`config.mk`:
```
export PLATFORM = sky130hd
export DESIGN_NAME = chr_sram_reader
export DESIGN_NICKNAME = d
export VERILOG_FILES = /design/src/rtl/nes_mem_pkg.sv /design/src/rtl/chr_sram_reader.sv
export SDC_FILE = /design/constraint.sdc
export NUM_CORES = 1
export LEC_CHECK = 0
export ABC_AREA = 1
export BUFFER_PORTS_ARGS = -buffer_cell sky130_fd_sc_hd__buf_2
export CORE_ASPECT_RATIO = 1.75
export CORE_MARGIN = 3
export CORE_UTILIZATION = 55
export CTS_BUF_LIST = sky130_fd_sc_hd__clkbuf_2
export DETAILED_ROUTE_END_ITERATION = 8
export PLACE_DENSITY = 0.9
export SYNTH_ARGS = -nofsm -noshare
export SYNTH_HDL_FRONTEND = slang
export SYNTH_SLANG_ARGS = --single-unit
```
`constraint.sdc`:
```
create_clock -name i_clk -period 1.9 [get_ports i_clk]
set_clock_uncertainty 0.15 [all_clocks]
set_input_delay 0.19 -clock i_clk [delete_from_list [all_inputs] [get_ports i_clk]]
set_output_delay 0.19 -clock i_clk [all_outputs]
set_load 0.02 [all_outputs]
```
`src/rtl/nes_mem_pkg.sv`:
```
// Shared SRAM conventions for the CHR loader and reader: bank geometry, byte lanes
// and the reader's FSM encoding.
package nes_mem_pkg;

  localparam int unsigned CHR_BANK_BYTES = 8192;
  localparam int unsigned CHR_OFFSET_W   = $clog2(CHR_BANK_BYTES);
  localparam int unsigned SRAM_AW        = 20;
  localparam int unsigned SRAM_DW        = 16;

  // Byte address bit 0 picks the lane: even bytes in [7:0], odd bytes in [15:8].
  localparam logic LANE_HI = 1'b1;

  typedef enum logic [2:0] {
    StIdle,
    StSetup,
    StWait,
    StCapt,
    StHit
  } chr_rd_state_e;

  function automatic logic [7:0] sram_lane(input logic [SRAM_DW-1:0] word, input logic sel);
    return (sel == LANE_HI) ? word[15:8] : word[7:0];
  endfunction

endpackage

```
`src/rtl/chr_sram_reader.sv`:
```
// PPU-side CHR byte fetcher: banked addressing into the 16-bit SRAM, a timed read
// sequence and a one-word cache in front of it.
module chr_sram_reader
  import nes_mem_pkg::*;
#(
  parameter logic [SRAM_AW-1:0] CHR_BASE = 20'h00000,
  parameter int unsigned        RD_WAIT  = 2
) (
  input  logic                    i_clk,
  input  logic                    i_rst,
  input  logic                    i_en,
  input  logic                    i_flush,
  input  logic                    i_req,
  input  logic [7:0]              i_chr_bank,
  input  logic [CHR_OFFSET_W-1:0] i_chr_addr,
  output logic                    o_ack,
  output logic [7:0]              o_rdata,
  output logic                    o_busy,
  output logic [SRAM_AW-1:0]      o_sram_addr,
  output logic [SRAM_DW-1:0]      o_sram_wdata,
  input  logic [SRAM_DW-1:0]      i_sram_rdata,
  output logic                    o_sram_oe_n,
  output logic                    o_sram_we_n,
  output logic                    o_sram_ub_n,
  output logic                    o_sram_lb_n
);

  localparam logic [3:0] WaitLoad = 4'(RD_WAIT - 1);

  chr_rd_state_e state_q, state_d;
  logic [3:0]         wait_q, wait_d;
  logic [SRAM_AW-1:0] addr_q, addr_d;
  logic               sel_q, sel_d;
  logic [SRAM_AW-1:0] tag_q, tag_d;
  logic [SRAM_DW-1:0] data_q, data_d;
  logic               valid_q, valid_d;
  logic               ack_q, ack_d;
  logic [7:0]         rdata_q, rdata_d;
  logic               busy_q, busy_d;
  logic               bus_n_q, bus_n_d;

  logic [CHR_OFFSET_W+7:0] byte_addr;
  logic [SRAM_AW-1:0]      word_addr;
  logic                    accept;
  logic                    lookup_hit;

  assign byte_addr  = {i_chr_bank, i_chr_addr};
  assign word_addr  = CHR_BASE + byte_addr[CHR_OFFSET_W+7:1];
  // The request is still high during the ack cycle; only a request held past it counts.
  assign accept     = i_req && i_en && !ack_q;
  assign lookup_hit = valid_q && !i_flush && (tag_q == word_addr);

  always_comb begin
    state_d = state_q;
    wait_d  = wait_q;
    addr_d  = addr_q;
    sel_d   = sel_q;
    tag_d   = tag_q;
    data_d  = data_q;
    valid_d = valid_q && !i_flush;
    ack_d   = 1'b0;
    rdata_d = rdata_q;
    busy_d  = busy_q;
    bus_n_d = bus_n_q;
    unique case (state_q)
      StIdle: begin
        busy_d = ack_q;
        if (accept) begin
          addr_d  = word_addr;
          sel_d   = byte_addr[0];
          busy_d  = 1'b1;
          state_d = lookup_hit ? StHit : StSetup;
        end
      end
      StHit: begin
        ack_d   = 1'b1;
        rdata_d = sram_lane(data_q, sel_q);
        state_d = StIdle;
      end
      StSetup: begin
        bus_n_d = 1'b0;
        wait_d  = WaitLoad;
        state_d = StWait;
      end
      StWait: begin
        if (wait_q == 4'd0) state_d = StCapt;
        else                wait_d  = wait_q - 4'd1;
      end
      StCapt: begin
        // Fill wins over a flush seen in the same cycle.
        tag_d   = addr_q;
        data_d  = i_sram_rdata;
        valid_d = 1'b1;
        ack_d   = 1'b1;
        rdata_d = sram_lane(i_sram_rdata, sel_q);
        bus_n_d = 1'b1;
        state_d = StIdle;
      end
      default: state_d = StIdle;
    endcase
  end

  always_ff @(posedge i_clk) begin
    if (i_rst) begin
      state_q <= StIdle;
      wait_q  <= '0;
      addr_q  <= '0;
      sel_q   <= 1'b0;
      tag_q   <= '0;
      data_q  <= '0;
      valid_q <= 1'b0;
      ack_q   <= 1'b0;
      rdata_q <= '0;
      busy_q  <= 1'b0;
      bus_n_q <= 1'b1;
    end else begin
      state_q <= state_d;
      wait_q  <= wait_d;
      addr_q  <= addr_d;
      sel_q   <= sel_d;
      tag_q   <= tag_d;
      data_q  <= data_d;
      valid_q <= valid_d;
      ack_q   <= ack_d;
      rdata_q <= rdata_d;
      busy_q  <= busy_d;
      bus_n_q <= bus_n_d;
    end
  end

  assign o_ack        = ack_q;
  assign o_rdata      = rdata_q;
  assign o_busy       = busy_q;
  assign o_sram_addr  = addr_q;
  assign o_sram_wdata = '0;
  assign o_sram_we_n  = 1'b1;
  assign o_sram_oe_n  = bus_n_q;
  assign o_sram_ub_n  = bus_n_q;
  assign o_sram_lb_n  = bus_n_q;

endmodule
```
==> results.tsv <==
metric	value	unit
Worst-Skew Late Latency	0.52	ns
first-pass GRT wire length	14690	um
fin nets	641	
PwrDens	867.5	nW/um^2
area leader, netlist	dfxtp_1	
HP Class	input pin to flip-flop	
share of cells above drive strength 1	18.77	%
Routed WL	8753	um
Sequential Area	1521	um^2
CTS sink cnt	76	
Startpoint Class	flip-flop	
total grt overflow	0	
DRC Markers	0	
n_diodes	0	
Avg WL per Cell	12.87	um
Final WS setup	0.2053	ns
Seq/Total Area, Yosys	43.38	%
# Post-CTS Setup Buffers	0	
Peak VDD IR	0.5969	mV
FP Rows	37	
CTS buffer count	9	
pin count of the biggest net entering global routing	48	
Vias per Instance	5.166	
die width	66.37	um
vias in the first global route	3428	
DR iter-0 viols	261	
worst slack at placement	0.2476	ns
PortBufs	74	
final max-slew violation count	0	
die height	111.6	um
DRT Pass-1 Iters	5	
FF+latch count, synth	76	
CORE AREA	6018	um^2
total number of vias	3513	
Detail Placement HPWL	5850	um
post-synthesis cell type count	31	
initial antenna violation count	0	
post-synthesis instance area	3507	um^2
synth warn	0	
crit path kind	flip-flop to flip-flop	
dominant cells by area after synthesis	dfxtp_1, o21ai_0, nor2_1	
cell chain of the critical path	nor3_4, inv_2, nor2_2, buf_4, o21ai_0, a21oi_1	
Post-Synthesis Cells	489	
Area growth, synth to finish	23.19	%
Fin. Hold Viols	0	
final setup TNS	0	ns
max-cap viol count	0	
deepest clock path buffer count	2	
Root Driver	clkbuf_2	
# fillers	478	
leakage power	2.013	nW
io pins	92	
RSZ-0062 raised after global routing	false	
CP max FO	27	
Antenna Nets Post-Route	0	
Tcrit/Tclk final	89.19	%
Initial Util	58.27	%
CP max stage delay	0.42	ns
mean post-synth cell area	7.172	um^2
status	finished clean	
Critical Path AT	1.99	ns
Worst setup EP type	flip-flop	
setup violators final	0	
H-tree Lvls	3	
Die ar.	7409	um^2
Synth top area share	43.38	%
Multi-input gate area	1539	um^2
GP Congestion	0.8100	
CTS tree	done	
CTS clk-pin slew, worst paths	0.22	ns
Critical-path top delay cell	dfxtp_1	
Tmin final	1.695	ns
Max Freq	590.1	MHz
total track usage	24.98	%
WP data required	2.20	ns
-- final timing paths --
check / endpoint / depth (start not counted) / slack [ns] / from
worst max-delay path: o_sram_addr[4]$_SDFFE_PP0P_ / 6 / 0.21 / state_q[2]$_SDFFE_PP0P_
worst min-delay path: data_q[7]$_SDFFE_PP0P_ / 4 / 0.31 / i_sram_rdata[7]
worst max register to register: o_sram_addr[4]$_SDFFE_PP0P_ / 6 / 0.21 / state_q[2]$_SDFFE_PP0P_
worst min register to register: data_q[9]$_SDFFE_PP0P_ / 2 / 0.31 / data_q[9]$_SDFFE_PP0P_
-- placed cells by master, fill, tap and decap left out, types with 2 or more instances in the layout --
| master | synthesis | routed |
|---|---|---|
| dfxtp_1 | 76 | 76 |
| nor2_1 | 75 | 75 |
| buf_2 | 9 | 74 |
| o21ai_0 | 69 | 69 |
| nand2_1 | 67 | 67 |
| inv_1 | 52 | 52 |
| a21oi_1 | 50 | 50 |
| dlygate4sd3_1 | 0 | 42 |
| conb_1 | 2 | 17 |
| nand3_1 | 11 | 11 |
| nor3_1 | 10 | 10 |
| clkbuf_2 | 0 | 10 |
| o21ai_1 | 8 | 8 |
| buf_4 | 20 | 7 |
| inv_2 | 4 | 4 |
| nand2_2 | 3 | 3 |
| clkinv_1 | 1 | 3 |
| nor3_2 | 3 | 3 |
| nand3_2 | 2 | 2 |
| mux2i_1 | 2 | 2 |
| or2_2 | 2 | 2 |
| nor2_2 | 2 | 2 |
| ha_1 | 2 | 2 |
| clkinv_2 | 0 | 2 |
-- final cells by class --
cell class / instances / share of cell area, %
multi-input cells: 330 / 35.62
flip-flops and latches: 76 / 35.22
well taps: 78 / 2.259
inverters: 57 / 4.952
clock inverters: 6 / 1.274
clock buffers: 10 / 1.158
repair buffers: 123 / 19.52
-- logic make-up (layout without fill, tap and decap cells) --
family,Yosys count,after routing,share of synthesized area [%]
simple gates,179,179,22.05
flops,76,76,43.38
xor+xnor,1,1,0.2498
fa+ha+maj,2,2,0.7134
buf+inv,98,196,14.34
mux,2,2,0.5708
other cells,2,17,0.2141
compound gates,129,129,18.48
-- sequential cells by signal (all words and copies together) (netlist names) --
signal	flops
o_ack	1
data_q	16
o_sram_addr	20
sel_q	1
state_q	3
wait_q	4
o_sram_lb_n	1
tag_q	20
o_rdata	8
valid_q	1
o_busy	1
-- synth_stat cells --
library cell  number
a31oi_1            1
a21oi_1           50
conb_1             2
nor3_2             3
o21ai_0           69
ha_1               2
buf_6              5
nor2_4             1
dfxtp_1           76
nand3_1           11
xnor2_1            1
nand2_1           67
inv_1             52
clkinv_1           1
o22ai_1            1
nor3_4             1
nand3b_1           1
nand2_2            3
buf_8              1
nor2_2             2
inv_2              4
and2_1             1
or2_2              2
buf_2              9
nor2_1            75
nand3_2            2
clkbuf_1           6
o21ai_1            8
nor3_1            10
buf_4             20
mux2i_1            2
-- worst max-delay path, delay by kind of cell (launching register included) --
family	cells	cell delay [ns]
compound gates	2	0.26
buf+inv	2	0.35
flops	1	0.42
simple gates	2	0.44
-- report_power, final --
group | internal, mW | switching, mW
Combinational | 0.374 | 0.626
Clock | 0.296 | 0.558
Sequential | 1.77 | 0.123
-- through the flow --
stage          power (mW)  instance area [um^2]  utilization, %  hold slack (ns)  cells
6_report            3.748                  4320           71.79           0.3051    680
5_1_grt             3.968                  4320           71.79           0.2766    680
4_1_cts             3.733                  4320           71.79           0.2748    680
3_3_place_gp        2.793                  3795           63.06           0.2822    622
3_5_place_dp        2.842                  3795           63.06           0.2861    622
2_1_floorplan       2.627                  3563               -           0.1091    504
-- metal layers --
| metal | GRT usage (%) | vias to the layer above | wire length [um] |
|---|---|---|---|
| met3 | 5.348 | 26 | 396 |
| li1 | - | 1743 | - |
| met4 | 12.48 | 0 | 304 |
| met1 | 26.60 | 1624 | 3378 |
| met5 | 0 | - | 0 |
| met2 | 44.59 | 120 | 4674 |
-- repair_timing --
item,CTS,global route
hold endpoints to repair,51,0
resized for setup,0,0
hold buffers,42,0
Note: power is estimated with default switching activity, not from simulation.
